===== config.mk =====
export PLATFORM = sky130hd
export DESIGN_NAME = buffer_write_arbiter
export DESIGN_NICKNAME = d
export VERILOG_FILES = /design/src/rtl/buffer_write_arbiter.sv
export SDC_FILE = /design/constraint.sdc
export NUM_CORES = 1
export LEC_CHECK = 0
export CORE_MARGIN = 5
export CORE_UTILIZATION = 51
export CTS_BUF_LIST = sky130_fd_sc_hd__clkbuf_4 sky130_fd_sc_hd__clkbuf_8
export DETAILED_ROUTE_END_ITERATION = 10
export GPL_ROUTABILITY_DRIVEN = 0
export GPL_TIMING_DRIVEN = 0
export PLACE_DENSITY = 0.8
export SLEW_MARGIN = 20
export SYNTH_ARGS = -nofsm -noshare
export SYNTH_HDL_FRONTEND = slang
export SYNTH_SLANG_ARGS = --single-unit

===== constraint.sdc =====
create_clock -name clock -period 4.44 [get_ports clock]
set_clock_uncertainty 0.1 [all_clocks]
set_input_delay 0.888 -clock clock [delete_from_list [all_inputs] [get_ports clock]]
set_output_delay 0.888 -clock clock [all_outputs]
set_load 0.005 [all_outputs]

===== src/rtl/buffer_write_arbiter.sv =====
// buffer_write_arbiter: round-robin fan-in of REQUESTERS writers into a single-entry
// buffer with a registered read side. A writer is granted only when the slot is free
// or is being drained in the same cycle, so a full buffer never drops data.
module buffer_write_arbiter #(
  parameter int WIDTH        = 8,
  parameter int REQUESTERS   = 4,
  parameter int SOURCE_WIDTH = (REQUESTERS > 1) ? $clog2(REQUESTERS) : 1
) (
  input  logic                          clock,
  input  logic                          resetn,
  input  logic [REQUESTERS-1:0]         write_request,
  input  logic [REQUESTERS*WIDTH-1:0]   write_data,
  output logic [REQUESTERS-1:0]         write_grant,
  output logic                          full,
  output logic                          empty,
  input  logic                          read_enable,
  output logic [WIDTH-1:0]              read_data,
  output logic [SOURCE_WIDTH-1:0]       read_source
);

  logic [WIDTH-1:0]        buffer;
  logic [SOURCE_WIDTH-1:0] buffer_source;
  logic                    buffer_valid;
  logic [SOURCE_WIDTH-1:0] pointer;

  logic                    can_write;
  logic                    found;
  logic                    grant;
  logic [SOURCE_WIDTH-1:0] winner;
  logic [WIDTH-1:0]        winner_data;
  logic [SOURCE_WIDTH-1:0] next_pointer;

  // Slot is writable when empty, or when the reader drains it this same edge.
  assign can_write = ~buffer_valid | read_enable;

  // Scan from the pointer, wrapping, and pick the first active request.
  always_comb begin
    int idx;
    found       = 1'b0;
    winner      = '0;
    winner_data = '0;
    idx         = 0;
    for (int k = 0; k < REQUESTERS; k++) begin
      idx = int'(pointer) + k;
      if (idx >= REQUESTERS) idx = idx - REQUESTERS;
      if (!found && write_request[idx]) begin
        found       = 1'b1;
        winner      = SOURCE_WIDTH'(idx);
        winner_data = write_data[idx*WIDTH +: WIDTH];
      end
    end
  end

  assign grant = found & can_write;

  // Decode the winner into a one-hot grant, or all zero when not accepting.
  always_comb begin
    write_grant = '0;
    for (int i = 0; i < REQUESTERS; i++)
      write_grant[i] = grant && (winner == SOURCE_WIDTH'(i));
  end

  // Pointer moves one past the winner so the winner has lowest priority next time.
  always_comb begin
    if (winner == SOURCE_WIDTH'(REQUESTERS - 1)) next_pointer = '0;
    else                                         next_pointer = winner + 1'b1;
  end

  // Buffer update: a grant overwrites (covering the read-and-write case without a
  // bubble); a read alone just clears valid and leaves the stale data in place.
  always_ff @(posedge clock or negedge resetn) begin
    if (!resetn) begin
      buffer        <= '0;
      buffer_source <= '0;
      buffer_valid  <= 1'b0;
      pointer       <= '0;
    end else if (grant) begin
      buffer        <= winner_data;
      buffer_source <= winner;
      buffer_valid  <= 1'b1;
      pointer       <= next_pointer;
    end else if (read_enable && buffer_valid) begin
      buffer_valid  <= 1'b0;
    end
  end

  assign full        = buffer_valid;
  assign empty       = ~buffer_valid;
  assign read_data   = buffer;
  assign read_source = buffer_source;

endmodule


==> out/metrics.yaml, run 1 <==
grt_pass1_wl_um: 8980
final_area_um2: 2890
drv_cap: 0
yosysWarnings: 0
grt_pass1_vias: 1860
grtUsageTotal_pct: 21.7
synth_top_cell_by_area: "mux4_2"
synth_area_leaders: "mux4_2, dfrtp_1, mux2i_1, nand2_1, ha_1"
fin_setup_tns_ps: 0
critPathKind: "flip-flop to primary output"
layout_setup_ws_ps: 50.5
min_period_ps: 4390
arrival_ps: 3400
intPower_uw: 1270
p_leak_uw: 0.00123
grt_max_degree: 14
drive_gt1_share_pct: 29.9
switching_share_pct: 44.0
worst_pin_slew_ps: 695
drc: 0
diodes: 0
antenna_found_initial: 0
dp_hpwl_um: 4280
fillers: 297
wl_per_cell_um: 18.3
root_buffer: "clkbuf_8"
finalHoldViolations: 0
synth_area_per_cell_um2: 10.3
cts_buffer_depth: 2
cts_hold_buf: 0
htree_levels: 1
drt_iter0_drc: 112
die_area_um2: 5360
power_uw: 2270
syn_nets: 243
die_h_um: 73.2
die_w_um: 73.2
combPwrFrac_pct: 85.4
postSynthCellCount: 197
async_flop_share_pct: 100
path_clk_slew_ps: 50
irDropWorstVdd_mv: 0.417
clkPwrFrac_pct: 4.8
crit_path_start_kind: "flip-flop"
max_freq_mhz: 228
drv_slew: 0
worstPathRequired_ps: 3450
io_pins: 55
holdWs_ps: 424
cp-end-kind: "primary output"
path_max_fanout: 10
routed_via_density: 6.03
synth_edf_count: 0
final_nets: 318
yosysTopAreaCellShare_pct: 31.0
synth_area_um2: 2040
synth-main-ff-cell: "dfrtp_1"
initial_core_util_pct: 51.6
power_density_nw_per_um2: 787
r2r_setup_slack_ps: 1270
hold_class: "flip-flop to flip-flop"
yosysSeqAreaShare_pct: 16.0
status: "finished, final reports clean"
cts.sinks: 13
dr_total_vias: 1935
fin_crit_sh_pct: 98.9
dp_slack_ps: -802
synth_top_cells_by_count: "mux4_2, nand2_1, mux2i_1, dfrtp_1, a31oi_1"
synth_cell_types: 31
firstDrtPassIters: 4
ys_seq_elements: 13
detail-route-antenna-nets: 0
power_frac_seq_pct: 9.8
cts_tree: "yes"
numCtsBuffers: 3
gr-total-overflow: 0
place_area_um2: 2640
wirelength_um: 5870
io_buffers: 54
relSlewSlack_pct: 53.7
setup_viol: 0
synthToLayoutAreaGrowth_pct: 41.9
insertion_delay_ps: 240
p_switching_uw: 1000
core_um2: 3940
rows: 23
per-layer routing:
| layer | wire length [µm] | global-route usage [%] | part of all wire [%] | vias up |
|---|---|---|---|---|
| met3 | 448 | 2.75 | 7.6 | 11 |
| met4 | 104 | 5.94 | 1.8 | 0 |
| met2 | 3000 | 37.4 | 51 | 84 |
| met1 | 2310 | 28.5 | 39 | 924 |
| li1 | - | - | - | 916 |
| met5 | 0 | 0 | 0 | - |
state kept, by name, summed over array words and instances, names as in the netlist:
name,flops
read_data,8
pointer,2
read_source,2
full,1
layout by cell type, fill, tap and decap left out, types with 5 or more instances in the layout:
master,count
a21o_1,9
a31oi_1,9
buf_2,7
buf_4,19
clkdlybuf4s50_1,47
dfrtp_1,12
ha_1,5
mux2i_1,27
mux4_2,28
nand2_1,28
nor2_1,9
o21ai_0,8
o221ai_1,8
through the flow:
stage | cells | utilization, %
after floorplan | 197 | -
after global placement | 301 | 66.9
after detailed placement | 301 | 66.9
after CTS | 313 | 71.6
after global routing | 321 | 73.3
final | 321 | 73.3
final timing paths:
path / start / end / cells after the start
worst min-delay path: full / full / 2
max in group asynchronous: resetn / pointer[1] / 1
worst max register to register: pointer[0] / pointer[1] / 13
min in group asynchronous: resetn / full / 1
worst min register to register: full / full / 2
worst max-delay path: pointer[0] / write_grant[0] / 11
area by class of cell:
class	instances	area, µm²	share of cell area, %
timing repair buffer	72	678	23.5
buffer	18	140	4.85
sequential	13	327	11.3
inverter	7	33.8	1.17
clock buffer	4	48.8	1.69
tap	50	62.6	2.17
multi-input combinational	157	1600	55.3
critical path, stage by stage, from the launching register on:
cell             delay, ps
dfrtp_1                400
buf_12                 130
buf_12                 100
clkinvlp_4             100
ha_4                   290
mux4_2                 540
or2_4                  290
buf_6                  150
o32ai_4                370
ha_1                   200
and2_1                 110
clkdlybuf4s50_1        490
power by group through the flow:
stage / combinational [µW] / clock, µW / sequential, µW
6_report: 1940 / 110 / 222
5_1_grt: 2080 / 118 / 230
4_1_cts: 1850 / 113 / 219
3_5_place_dp: 1690 / 0 / 219
3_3_place_gp: 1650 / 0 / 218
2_1_floorplan: 1220 / 0 / 219
timing repair:
item	4_1_cts	5_1_grt
buffers inserted	9	9
pin swaps	3	4
endpoints found under the setup margin	4	4
endpoints found under the hold margin	0	0
gates resized for setup	23	8
kinds of logic (layout without fill, tap and decap cells):
group	count (synthesis)	in the layout	synth area share [%]
and+or+nand+nor	51	51	11.5
adders and majority gates	7	7	4.30
DFF	13	13	16.0
AOI/OAI and AO/OA	41	41	15.2
buffers and inverters	27	101	7.13
muxes	58	58	45.9
(Power assumes the default switching activity.)
==> run 2, diff against run 1 <==
--- a/config.mk
+++ b/config.mk
@@ -12,6 +12,7 @@
 export GPL_ROUTABILITY_DRIVEN = 0
 export GPL_TIMING_DRIVEN = 0
 export PLACE_DENSITY = 0.8
+export RECOVER_POWER = 50
 export SLEW_MARGIN = 20
 export SYNTH_ARGS = -nofsm -noshare
 export SYNTH_HDL_FRONTEND = slang
==> out/metrics.yaml, run 2 (synthesis gave the netlist of run 1 again) <==
dp_hpwl_um: 4280  # unchanged
path_max_fanout: 10  # unchanged
root_buffer: "clkbuf_8"
rr_worst_depth: 13  # unchanged
cts.sinks: 13  # unchanged
drt_iter0_drc: 112  # unchanged
relSlewSlack_pct: 53.7  # unchanged
p_leak_uw: 0.00123  # +0.11%
grt_pass1_vias: 1860  # unchanged
worst_path_most_repeated_cell: "buf_12"
fin_setup_tns_ps: 0  # unchanged
synthToLayoutAreaGrowth_pct: 41.9  # unchanged
hp-start: "full"
io_pins: 55  # unchanged
wirelength_um: 5870  # about the same
hold_depth: 2  # unchanged
path_clk_slew_ps: 50  # about the same
hold_end: "full"
diodes: 0  # unchanged
initial_core_util_pct: 51.6  # unchanged
fin_cells: 321  # unchanged
arrival_ps: 3400  # about the same
hold_class: "flip-flop to flip-flop"
r2r_setup_slack_ps: 1270  # about the same
detail-route-antenna-nets: 0  # unchanged
min_period_ps: 4390  # -0.0162 ps
setup_viol: 0  # unchanged
place_inst: 301  # unchanged
final_area_um2: 2890  # unchanged
fin_crit_sh_pct: 98.9  # about the same
antenna_found_initial: 0  # unchanged
final_cell_mix: "clkdlybuf4s50_1, mux4_2, nand2_1"
routed_via_density: 6.03  # unchanged
drc: 0  # unchanged
rr_endpoint: "pointer[1]"
rows: 23  # unchanged
gr-total-overflow: 0  # unchanged
critPathKind: "flip-flop to primary output"
htree_levels: 1  # unchanged
dr_total_vias: 1935  # unchanged
drive_gt1_share_pct: 29.9  # unchanged
irDropWorstVdd_mv: 0.417  # about the same
cts_tree: "yes"
status: "finished, final reports clean"
timing.rr.start: "pointer[0]"
die_h_um: 73.2  # unchanged
drv_cap: 0  # unchanged
worst_pin_slew_ps: 695  # unchanged
cts_buffer_depth: 2  # unchanged
largest_reg_flops: 8  # unchanged
core_um2: 3940  # unchanged
crit_chain: "buf_12, buf_12, clkinvlp_4, ha_4, mux4_2, or2_4, buf_6, o32ai_4, ha_1, and2_1, clkdlybuf4s50_1"
die_w_um: 73.2  # unchanged
final_nets: 318  # unchanged
cts_hold_buf: 0  # unchanged
power_density_nw_per_um2: 782  # -0.60%
numCtsBuffers: 3  # unchanged
grt_pass1_wl_um: 8980  # unchanged
drv_slew: 0  # unchanged
cp_slowest_cell: "mux4_2"
post-route-util_pct: 73.3  # unchanged
insertion_delay_ps: 240  # about the same
io_buffers: 54  # unchanged
cp_num_buf_inv: 5  # unchanged
crit_path_start_kind: "flip-flop"
holdWs_ps: 424  # -0.00200 ps
die_area_um2: 5360  # unchanged
crit_family: "buffers and inverters"
startpoint: "pointer[0]"
finalHoldViolations: 0  # unchanged
grt_max_degree: 14  # unchanged
firstDrtPassIters: 4  # unchanged
cpPeakStageDelay_ps: 540  # about the same
layout_commonest_cell: "clkdlybuf4s50_1"
place_area_um2: 2640  # unchanged
grtUsageTotal_pct: 21.7  # unchanged
max_freq_mhz: 228  # about the same
cp-end-kind: "primary output"
worstPathRequired_ps: 3450  # about the same
wl_per_cell_um: 18.3  # about the same
[run 2: power by group]
group	switching [µW]	internal, µW	leakage, µW
Sequential	39.4	181	0.000146
Clock	40.6	69.4	0.0000262
Combinational	920	1010	0.00106
[run 2: timing repair]
item	in CTS	in global routing
endpoints found under the setup margin	4	4
endpoints found under the hold margin	0	0
pin swaps	3	4
gates resized for setup	23	8
buffers inserted	9	9
[run 2: worst max-delay path by stage]
| stage | to | slack, ps | cells after the start |
|---|---|---|---|
| 3_5_place_dp | write_grant[2] | -800 | 14 |
| 2_1_floorplan | write_grant[2] | 300 | 12 |
| 4_1_cts | write_grant[2] | -3 | 13 |
| 5_1_grt | write_grant[0] | -30 | 11 |
| 3_3_place_gp | write_grant[3] | -720 | 14 |
| 6_report | write_grant[0] | 50 | 11 |
[run 2: cell type report]
| cell class | instances | area (µm²) |
|---|---|---|
| Multi-Input combinational cell | 157 | 1600 |
| Fill cell | 297 | 1050 |
| Timing Repair Buffer | 72 | 678 |
| Sequential cell | 13 | 327 |
| Buffer | 18 | 140 |
| Tap cell | 50 | 62.6 |
| Clock buffer | 4 | 48.8 |
| Inverter | 7 | 33.8 |
[run 2: tightest hold or removal path, delay by kind of cell (launching register included)]
| kind | cells | cell delay, ps |
|---|---|---|
| simple gates | 2 | 130 |
| flops | 1 | 360 |
[run 2: metal layers]
metal	GRT usage (%)	vias up	routed length (µm)	part of all wire, %
met4	5.94	0	104	1.8
li1	-	916	-	-
met1	28.5	924	2310	39
met2	37.4	84	3000	51
met3	2.75	11	448	7.6
met5	0	-	0	0
[run 2: stage by stage]
| step | setup slack, ps | total power [µW] |
|---|---|---|
| floorplan | 304 | 1440 |
| global placement | -719 | 1870 |
| detailed placement | -802 | 1900 |
| CTS | -3.18 | 2180 |
| global route | -30.9 | 2410 |
| finish | 50.5 | 2260 |
==> run 3, diff against run 2 <==
--- a/config.mk
+++ b/config.mk
@@ -5,13 +5,14 @@
 export SDC_FILE = /design/constraint.sdc
 export NUM_CORES = 1
 export LEC_CHECK = 0
-export CORE_MARGIN = 5
-export CORE_UTILIZATION = 51
+export CORE_MARGIN = 10
+export CORE_UTILIZATION = 65
 export CTS_BUF_LIST = sky130_fd_sc_hd__clkbuf_4 sky130_fd_sc_hd__clkbuf_8
 export DETAILED_ROUTE_END_ITERATION = 10
+export DONT_BUFFER_PORTS = 1
 export GPL_ROUTABILITY_DRIVEN = 0
 export GPL_TIMING_DRIVEN = 0
-export PLACE_DENSITY = 0.8
+export PLACE_DENSITY = 0.77
 export RECOVER_POWER = 50
 export SLEW_MARGIN = 20
 export SYNTH_ARGS = -nofsm -noshare
==> out/metrics.yaml, run 3 (synthesis gave the netlist of run 1 again) <==
setup_viol: 0  # unchanged
fillers: 241  # -19%
place_inst: 241  # -20%
fin_crit_sh_pct: 96.4  # -2.5 points
grt_pass1_wl_um: 9690  # +8.0%
dr_total_vias: 1805  # -6.7%
post-route-util_pct: 70.7  # -2.6 points
cts_setup_buffers: 0  # -9
grt_pass1_vias: 1950  # +4.8%
grt_max_degree: 14  # unchanged
die_w_um: 76.0  # +3.8%
path_max_fanout: 13  # +3
wirelength_um: 5950  # +1.4%
hold_class: "primary input to asynchronous set/reset pin"
numCtsBuffers: 3  # unchanged
finalHoldViolations: 0  # unchanged
insertion_delay_ps: 260  # +20 ps
cts.sinks: 13  # unchanged
final_cell_mix: "mux4_2, nand2_1, mux2i_1"
die_area_um2: 5770  # +7.7%
min_period_ps: 4280  # -109 ps
drc: 0  # unchanged
htree_levels: 1  # unchanged
drt_iter0_drc: 148  # +32%
worst_pin_slew_ps: 666  # -28.8 ps
irDropWorstVdd_mv: 0.700  # +68%
r2r_setup_slack_ps: 1120  # -150 ps
fin_cells: 243  # -24%
wl_per_cell_um: 24.5  # +34%
cts_hold_buf: 0  # unchanged
cts_buffer_depth: 2  # unchanged
rr_endpoint: "pointer[1]"
io_buffers: 0  # -100%
cts_tree: "yes"
cp-end-kind: "primary output"
path_clk_slew_ps: 80  # +30 ps
gr-total-overflow: 0  # unchanged
initial_core_util_pct: 67.2  # +16 points
routed_via_density: 7.43  # +23%
root_buffer: "clkbuf_4"
power_uw: 1880  # -17%
detail-route-antenna-nets: 0  # unchanged
status: "finished, final reports clean"
crit_path_start_kind: "flip-flop"
drv_slew: 0  # unchanged
grtUsageTotal_pct: 19.8  # -1.9 points
rr_worst_depth: 12  # -1
drive_gt1_share_pct: 28.1  # -1.7 points
relSlewSlack_pct: 55.6  # +1.9 points
p_leak_uw: 0.000873  # -29%
power_density_nw_per_um2: 878  # +12%
final_nets: 246  # -23%
antenna_found_initial: 0  # unchanged
drv_cap: 0  # unchanged
startpoint: "pointer[0]"
largest_reg_flops: 8  # unchanged
max_freq_mhz: 234  # +2.5%
arrival_ps: 3290  # -110 ps
worstPathRequired_ps: 3450  # about the same
dp_hpwl_um: 4480  # +4.5%
io_pins: 55  # unchanged
critPathKind: "flip-flop to primary output"
core_um2: 3030  # -23%
firstDrtPassIters: 4  # unchanged
synthToLayoutAreaGrowth_pct: 5.16
rows: 20  # -13%
die_h_um: 76.0  # +3.8%
timing.rr.start: "pointer[0]"
rsz0062_at_grt: "false"
diodes: 0  # unchanged
-- run 3: critical path, stage by stage (launching register included) --
cell      delay, ps
dfrtp_1         400
buf_8           190
buf_6           180
inv_1           140
ha_4            330
mux4_2          540
buf_2           250
nand2b_1        190
a31oi_2         330
inv_1           120
ha_1            210
and2_1          150
-- run 3: cell type report --
cell class	instances	area (µm²)	area share [%]
Multi-Input combinational cell	157	1580	74.0
Sequential cell	13	325	15.2
Buffer	18	120	5.61
Tap cell	44	55.1	2.57
Clock buffer	4	30.0	1.40
Inverter	7	26.3	1.23
-- run 3: worst max path at each step --
stage,cells after the start,endpoint
after global placement,12,write_grant[1]
after CTS,11,write_grant[2]
after floorplan,12,write_grant[2]
after detailed placement,12,write_grant[3]
final,11,write_grant[3]
after global routing,11,write_grant[1]
-- run 3: through the flow --
stage                     setup TNS (ps)  setup slack, ps  hold WS, ps  cell area [µm²]
after floorplan                        0              304          411             2040
after global placement             -1080             -295          443             2090
after detailed placement           -1250             -341          460             2090
after CTS                              0             50.8          208             2130
after global routing                   0             15.0          194             2140
final                                  0              160          209             2140
-- run 3: layer usage --
layer | share of wire [%] | GRT usage [%] | up-vias
li1 | - | - | 763
met1 | 35 | 22.0 | 911
met2 | 50 | 33.5 | 123
met3 | 14 | 7.67 | 8
met4 | 1.1 | 7.39 | 0
met5 | 0 | 0 | -
-- run 3: what timing repair did --
action,CTS,global route
setup endpoints to repair,4,3
resized for setup,6,2
pin swaps,0,1
-- run 3: power by group --
part           total (µW)  switching (µW)  internal (µW)
logic                1570             841            728
clock network        75.1            34.3           40.8
registers             236            55.3            180
total                1880             930            949
